--- src/rtl/ifu_pkg.sv ---
// Shared types and constants for the instruction fetch unit.
package ifu_pkg;

   localparam int          XLEN_DEF    = 32;
   localparam logic [31:0] INST_FINISH = 32'h0000_0000;
   localparam int          PC_STEP     = 4;

   typedef enum logic [2:0] {
      REQ,
      WAIT,
      DROP,
      HOLD,
      HALT
   } state_e;

endpackage

--- src/rtl/ifu_fetch.sv ---
// Instruction fetch stage: owns the PC, keeps one request in flight to
// instruction memory, buffers the returned word and hands it to the core.
module ifu_fetch
   import ifu_pkg::*;
#(
   parameter int              XLEN     = XLEN_DEF,
   parameter logic [XLEN-1:0] RESET_PC = 32'h8000_0000
) (
   input  logic            clk,
   input  logic            rst,
   input  logic            redirect_valid,
   input  logic [XLEN-1:0] redirect_pc,
   output logic            imem_req_valid,
   input  logic            imem_req_ready,
   output logic [XLEN-1:0] imem_req_addr,
   input  logic            imem_rsp_valid,
   input  logic [XLEN-1:0] imem_rsp_data,
   input  logic            imem_rsp_err,
   output logic            inst_valid,
   input  logic            inst_ready,
   output logic [XLEN-1:0] inst,
   output logic [XLEN-1:0] inst_pc,
   output logic            fetch_fault,
   output logic            halted
);

   state_e          state_q, state_d;
   logic [XLEN-1:0] pc_q, pc_d;
   logic [XLEN-1:0] inst_d, inst_pc_d;
   logic            inst_valid_d, fault_d, halted_d;
   logic            req_v;
   logic            redir_bad;

   // A redirect to a non word-aligned target is a fault wherever it lands.
   assign redir_bad = redirect_valid && (redirect_pc[1:0] != 2'b00);

   // Request is combinational so a same-cycle redirect can suppress it;
   // held low while reset is asserted.
   assign imem_req_valid = req_v && !rst;
   assign imem_req_addr  = pc_q;

   // Next-state and next-output logic; every target defaults to hold.
   always_comb begin
      state_d      = state_q;
      pc_d         = pc_q;
      inst_d       = inst;
      inst_pc_d    = inst_pc;
      inst_valid_d = inst_valid;
      fault_d      = fetch_fault;
      halted_d     = halted;
      req_v        = 1'b0;
      if (state_q != HALT && redir_bad) begin
         // Pending response (if any) is simply never awaited.
         fault_d      = 1'b1;
         halted_d     = 1'b1;
         inst_valid_d = 1'b0;
         state_d      = HALT;
      end else begin
         unique case (state_q)
            REQ: begin
               if (redirect_valid) begin
                  pc_d = redirect_pc;
               end else begin
                  req_v = 1'b1;
                  if (imem_req_ready) state_d = WAIT;
               end
            end
            WAIT: begin
               if (redirect_valid) begin
                  // Redirect wins over the response, including its error.
                  pc_d    = redirect_pc;
                  state_d = imem_rsp_valid ? REQ : DROP;
               end else if (imem_rsp_valid) begin
                  if (imem_rsp_err) begin
                     fault_d  = 1'b1;
                     halted_d = 1'b1;
                     state_d  = HALT;
                  end else begin
                     inst_d       = imem_rsp_data;
                     inst_pc_d    = pc_q;
                     inst_valid_d = 1'b1;
                     state_d      = HOLD;
                  end
               end
            end
            DROP: begin
               if (redirect_valid) pc_d = redirect_pc;
               if (imem_rsp_valid) state_d = REQ;
            end
            HOLD: begin
               if (redirect_valid) begin
                  // A same-cycle handshake still transfers; redirect sets the PC.
                  inst_valid_d = 1'b0;
                  pc_d         = redirect_pc;
                  state_d      = REQ;
               end else if (inst_ready) begin
                  inst_valid_d = 1'b0;
                  if (inst == XLEN'(INST_FINISH)) begin
                     halted_d = 1'b1;
                     state_d  = HALT;
                  end else begin
                     pc_d    = pc_q + XLEN'(PC_STEP);
                     state_d = REQ;
                  end
               end
            end
            default: begin
               inst_valid_d = 1'b0;
            end
         endcase
      end
   end

   // State and registered outputs; async reset clears everything.
   always_ff @(posedge clk or posedge rst) begin
      if (rst) begin
         state_q     <= REQ;
         pc_q        <= RESET_PC;
         inst        <= '0;
         inst_pc     <= '0;
         inst_valid  <= 1'b0;
         fetch_fault <= 1'b0;
         halted      <= 1'b0;
      end else begin
         state_q     <= state_d;
         pc_q        <= pc_d;
         inst        <= inst_d;
         inst_pc     <= inst_pc_d;
         inst_valid  <= inst_valid_d;
         fetch_fault <= fault_d;
         halted      <= halted_d;
      end
   end

endmodule

--- config.mk ---
export PLATFORM = sky130hd
export DESIGN_NAME = ifu_fetch
export DESIGN_NICKNAME = d
export VERILOG_FILES = /design/src/rtl/ifu_pkg.sv /design/src/rtl/ifu_fetch.sv
export SDC_FILE = /design/constraint.sdc
export NUM_CORES = 1
export LEC_CHECK = 0
export ABC_AREA = 1
export BUFFER_PORTS_ARGS = -buffer_cell sky130_fd_sc_hd__buf_2
export CORE_UTILIZATION = 45
export CTS_CLUSTER_SIZE = 30
export DETAILED_ROUTE_END_ITERATION = 8
export PLACE_DENSITY_LB_ADDON = 0.15
export REMOVE_ABC_BUFFERS = 1
export SLEW_MARGIN = 5
export SYNTH_ARGS = -nofsm -noshare
export SYNTH_HDL_FRONTEND = slang
export SYNTH_SLANG_ARGS = --single-unit
--- constraint.sdc ---
create_clock -name clk -period 6.85 [get_ports clk]
set_input_delay 0.685 -clock clk [delete_from_list [all_inputs] [get_ports clk]]
set_output_delay 0.685 -clock clk [all_outputs]
set_load 0.005 [all_outputs]
==> results_dict.tcl, run 1 <==
set metrics [dict create \
    antenna_found_initial 0 \
    dr_total_vias 4855 \
    holdCritPathClass "in2async" \
    fmax_ghz 0.319 \
    drt-initial-drc-count 282 \
    required_ns 7.09 \
    setup_slack_ns 3.72 \
    io_buffers 170 \
    fill_cells 1084 \
    place.gp.congestion 0.891 \
    slew_headroom 0.249 \
    max_cap_violations 0 \
    rows 39 \
    ys_ff_latch 102 \
    fin_crit_sh 0.458 \
    dp_hpwl_um 10000 \
    clock_sinks 102 \
    cts_root_buf "clkbuf_16" \
    crit_family "buffers and inverters" \
    rsz0062_at_grt "false" \
    crit_type "reg2reg" \
    layout-drive-gt1-share 0.277 \
    numPlacedInstances 957 \
    crit_slowest_cell "a21oi_4" \
    cts_resized 0 \
    htreeDepth 3 \
    synthTopCellsByArea "dfrtp_1, nand2_1, mux2_4, nor2_1, o21ai_0" \
    path_buf_inv 3 \
    worstMarginPinSlew_ns 1.12 \
    p_per_area_nw_per_um2 408 \
    start_util 0.465 \
    layoutNonFillerInstCount 973 \
    holdBufCountCts 0 \
    syn-cell-area_sq_um 5330 \
    p_leak_nw 3.55 \
    nets 897 \
    antenna_cells 0 \
    path_clk_slew_ns 0.07 \
    arrival_ns 3.37 \
    status "finished, final reports clean" \
    synthCells 663 \
    die-area_sq_um 12300 \
    synth_cell_types 30 \
    grt_max_degree 73 \
    insertion_delay_ns 0.35 \
    io_pins 171 \
    ys_seq_area_frac 0.479 \
    clockBufferDepth 2 \
    crit_chain "nand2_1 -> nor2_2 -> nand2_1 -> buf_4 -> inv_2 -> a21oi_4 -> inv_1 -> nand2_1 -> nand2_1" \
    drc 0 \
    synthToLayoutAreaGrowth_pct 22.8 \
    die_x_um 111 \
    numCtsBuffers 9 \
    syn_avg_cell_area_sq_um 8.04 \
    vias_per_cell 4.99 \
    cts_tree "done" \
    synth_top_area_share 0.474 \
    drt_pass1_iterations 5 \
    grt_pass1_vias 4772 \
    layout_min_cycle_time_ns 3.13 \
    cp_common_cell "nand2_1" \
    grt_use_total 0.242 \
    grt_pass1_wl_um 23800 \
    cp-start-kind "flop" \
    grt_remaining_overflow 0 \
    cp_max_fo 48 \
    ir_drop_mv 0.243 \
    async_flop_share 1.00 \
    detailed_place.area_sq_um 6230 \
    wl_um 14000 \
    antenna_left 0 \
    ys.warnings.count 0 \
    cts_setup_buffers 0 \
    synthTopCellsByCount "nand2_1, dfrtp_1, nor2_1, inv_1, o21ai_0" \
    design_area_sq_um 6550 \
    die_h_um 111 \
    synth.most_common_cell "nand2_1" \
    core_area_sq_um 11500 \
    finalHoldViolations 0 \
    endpoint_kind "flop" \
    wire_per_inst_um 14.4 \
    fin_tns_setup_ns 0 \
    synth-main-ff-cell "dfrtp_1" \
    finClkSkew_ns 0.00613 \
    synth_top_cell_by_area "dfrtp_1" \
    final-setup-viol-count 0 \
    drv_slew 0 \
    synth_edf_count 0 \
    slowest_delay_ns 0.95 \
    pre_cts_ws_ns 3.41 \
]
-- layout by cell type (no fill, tap or decap) --
| cell | netlist | layout |
|---|---|---|
| buf_4 | 1 | 3 |
| inv_2 | 2 | 2 |
| o211ai_1 | 1 | 1 |
| or2_1 | 1 | 1 |
| a21oi_4 | 0 | 1 |
| nand3_1 | 43 | 43 |
| nor3_2 | 1 | 1 |
| bufinv_16 | 0 | 1 |
| o21ai_0 | 48 | 48 |
| a21oi_1 | 2 | 2 |
| o21ai_1 | 22 | 22 |
| buf_2 | 9 | 170 |
| nand2_4 | 1 | 1 |
| nor2_2 | 1 | 1 |
| clkbuf_8 | 0 | 3 |
| xor2_1 | 4 | 4 |
| ha_1 | 1 | 1 |
| a21boi_0 | 1 | 1 |
| nand4_1 | 1 | 1 |
| inv_1 | 51 | 50 |
| and2_1 | 2 | 2 |
| nand2_1 | 253 | 253 |
| dfrtp_1 | 101 | 101 |
| clkinvlp_4 | 0 | 2 |
| a31oi_1 | 1 | 1 |
| mux2_4 | 32 | 32 |
| o31ai_1 | 2 | 2 |
| clkinv_4 | 0 | 1 |
| inv_4 | 0 | 1 |
| nor3_1 | 1 | 1 |
| nor2_1 | 66 | 66 |
| nor2_4 | 1 | 1 |
| clkbuf_16 | 0 | 9 |
| dfstp_2 | 1 | 1 |
-- registers in the layout, indices dropped and copies added (netlist names) --
name	count
inst_valid	1
fetch_fault	1
state_q	3
inst_pc	32
halted	1
imem_req_addr	32
inst	32
-- final timing paths --
| path | start | to | slack [ns] | cells past startpoint |
|---|---|---|---|---|
| setup / recovery | state_q[1] | imem_req_addr[20] | 3.72 | 9 |
| hold / removal | rst | inst_pc[0] | 0.33 | 2 |
| setup reg to reg | state_q[1] | imem_req_addr[20] | 3.72 | 9 |
| hold reg to reg | inst_pc[0] | inst_pc[0] | 0.48 | 2 |
| max in group asynchronous | rst | inst_pc[12] | 5.22 | 3 |
| min in group clk | inst_pc[0] | inst_pc[0] | 0.48 | 2 |
-- stage by stage --
stage	hold slack (ns)	power (mW)	utilization
after floorplan	0.457	1.67	-
after global placement	0.463	2.12	0.543
after detailed placement	0.471	2.14	0.543
after CTS	0.331	2.70	0.571
after global routing	0.352	2.88	0.571
final	0.334	2.67	0.571
-- power breakdown --
| part | internal (mW) | total, mW | switching (mW) |
|---|---|---|---|
| Clock | 0.314 | 0.544 | 0.230 |
| Combinational | 0.485 | 0.991 | 0.506 |
| Sequential | 0.880 | 1.14 | 0.258 |
| Total | 1.68 | 2.67 | 0.994 |
-- area by class of cell --
class,count,area (sq um),area share
Tap cell,143,179,0.0273
Multi-Input combinational cell,486,2420,0.370
Clock inverter,4,53.8,0.00821
Sequential cell,102,2550,0.390
Inverter,53,201,0.0308
Timing Repair Buffer,173,873,0.133
Clock buffer,12,267,0.0407
-- logic make-up (layout without fill, tap and decap cells) --
| logic type | count (synthesis) | after routing | synth area share |
|---|---|---|---|
| adder cells (fa/ha/maj) | 1 | 1 | 0.00235 |
| AO/OA/AOI/OAI | 78 | 78 | 0.0760 |
| flip-flops | 102 | 102 | 0.479 |
| XOR/XNOR | 4 | 4 | 0.00657 |
| multiplexers | 32 | 32 | 0.0901 |
| buffers and inverters | 75 | 242 | 0.0683 |
| AND/OR/NAND/NOR | 371 | 371 | 0.278 |
-- per-layer routing --
| layer | share of wire | GRT usage |
|---|---|---|
| met5 | 0 | 0 |
| met4 | 0.0077 | 0.0613 |
| met3 | 0.053 | 0.0547 |
| met2 | 0.47 | 0.388 |
| met1 | 0.47 | 0.332 |
No activity file was read; power rests on OpenSTA's default activity.
==> inputs of run 2 (changes only) <==
==> constraint.sdc (replaced) <==
create_clock -name clk -period 3.2 [get_ports clk]
set_input_delay 0.32 -clock clk [delete_from_list [all_inputs] [get_ports clk]]
set_output_delay 0.32 -clock clk [all_outputs]
set_load 0.005 [all_outputs]
==> results_dict.tcl, run 2 (synthesis gave the netlist of run 1 again) <==
set metrics [dict create \
    status "finished, final reports clean" \
    path_clk_slew_ns 0.07 \
    wire_per_inst_um 14.1 \
    place.gp.congestion 0.906 \
    htreeDepth 3 \
    most-common-layout-cells "nand2_1, buf_2, dfrtp_1, nor2_1, inv_1" \
    crit_chain "inv_1 -> nand3_1 -> nand2_1 -> nand2_1 -> a21oi_4 -> inv_1 -> nand2_1 -> nand2_1" \
    die_h_um 111 \
    holdBufCountCts 0 \
    cp_common_cell "nand2_1" \
    cts_resized 0 \
    final-setup-viol-count 0 \
    io_buffers 170 \
    vias_per_cell 5.06 \
    numCtsBuffers 9 \
    p_per_area_nw_per_um2 869 \
    required_ns 3.43 \
    cts_root_buf "clkbuf_16" \
    drv_slew 0 \
    min_to "inst[27]" \
    insertion_delay_ns 0.35 \
    die-area_sq_um 12300 \
    design_area_sq_um 6580 \
    antenna_cells 0 \
    finalHoldViolations 0 \
    crit_slowest_cell "a21oi_4" \
    drt_pass1_iterations 5 \
    nets 899 \
    crit_family "compound AO/OA/AOI/OAI gates" \
    rsz0062_at_grt "false" \
    hold_depth 2 \
    dr_total_vias 4937 \
    rr_endpoint "imem_req_addr[27]" \
    grt_pass1_wl_um 22900 \
    fmax_ghz 0.390 \
    layout-drive-gt1-share 0.278 \
    die_x_um 111 \
    whs_ns 0.208 \
    cts_setup_buffers 0 \
    p_leak_nw 3.57 \
    clock_sinks 102 \
    finClkSkew_ns 0.0105 \
    max_cap_violations 0 \
    dp_hpwl_um 9790 \
    synthToLayoutAreaGrowth_pct 23.4 \
    holdCritPathClass "in2reg" \
    layout_min_cycle_time_ns 2.56 \
    detailed_place.area_sq_um 6260 \
    ir_drop_mv 0.628 \
    fin_crit_sh 0.801 \
    cp_max_fo 48 \
    clockBufferDepth 2 \
    slowest_delay_ns 0.83 \
    grt_remaining_overflow 0 \
    slew_headroom 0.261 \
    worstMarginPinSlew_ns 1.11 \
    hp-start "imem_rsp_data[27]" \
    core_area_sq_um 11500 \
    numPlacedInstances 959 \
    antenna_left 0 \
    crit_type "reg2reg" \
    grt_max_degree 78 \
    r2r_slack_ns 0.64 \
    endpoint_kind "flop" \
    reg2regPathDepth 8 \
    io_pins 171 \
    cp-start-kind "flop" \
    rows 39 \
    grt_use_total 0.234 \
    fin_tns_setup_ns 0 \
    antenna_found_initial 0 \
    start_util 0.465 \
    drt-initial-drc-count 375 \
    wl_um 13800 \
    cts_tree "done" \
    grt_pass1_vias 4577 \
    layoutNonFillerInstCount 975 \
    drc 0 \
    path_buf_inv 2 \
    final_common_cell "nand2_1" \
    r2r_start "state_q[2]" \
    arrival_ns 2.80 \
]
## run 2: cell count changes in the layout (fill, tap and decap cells not counted)
cell / before / now
buf_4: 3 / 4
clkinv_4: 1 / 0
clkbuf_8: 3 / 4
clkinvlp_4: 2 / 1
clkbuf_1: 0 / 1
buf_12: 0 / 1
## run 2: power breakdown
| group | leakage, nW | total [mW] | internal [mW] | switching (mW) |
|---|---|---|---|---|
| registers | 1.27 | 2.43 | 1.88 | 0.543 |
| clock network | 0.155 | 1.17 | 0.693 | 0.479 |
| logic | 2.14 | 2.12 | 1.04 | 1.07 |
| total | 3.57 | 5.71 | 3.62 | 2.09 |
## run 2: worst reg2reg max path: cells and delay by family (launching register included)
family                 cells  cell delay [ns]
DFF                        1             0.42
buffers and inverters      2             0.67
AOI/OAI and AO/OA          1             0.83
and+or+nand+nor            5             0.53
## run 2: metal layers
metal  GRT usage  up-vias  wire length, um
li1            -     2444                -
met1       0.327     2282             6510
met2       0.364      196             6290
met3      0.0366       15              708
met4      0.0916        0              244
met5           0        -                0
## run 2: cell type report
class,instances,area (sq um)
multi-input combinational,486,2420
fill,1083,4890
clock buffer,14,284
inverter,53,201
tap,143,179
timing repair buffer,175,901
clock inverter,2,37.5
sequential,102,2550
## run 2: how the worst max path moves through the flow
stage / startpoint / endpoint / cells past startpoint
final: state_q[2] / imem_req_addr[27] / 8
after floorplan: state_q[1] / imem_req_addr[21] / 8
after global routing: state_q[2] / imem_req_addr[24] / 8
after CTS: state_q[2] / imem_req_addr[27] / 8
after global placement: redirect_pc[0] / imem_req_addr[27] / 9
after detailed placement: redirect_pc[0] / imem_req_addr[22] / 9
## run 2: through the flow
step / utilization / total power, mW / worst slack, ns
detailed placement: 0.546 / 4.56 / 0.668
CTS: 0.574 / 5.76 / 0.676
finish: 0.574 / 5.71 / 0.638
floorplan: - / 3.58 / 0.0839
global route: 0.574 / 6.15 / 0.402
global placement: 0.546 / 4.50 / 0.709
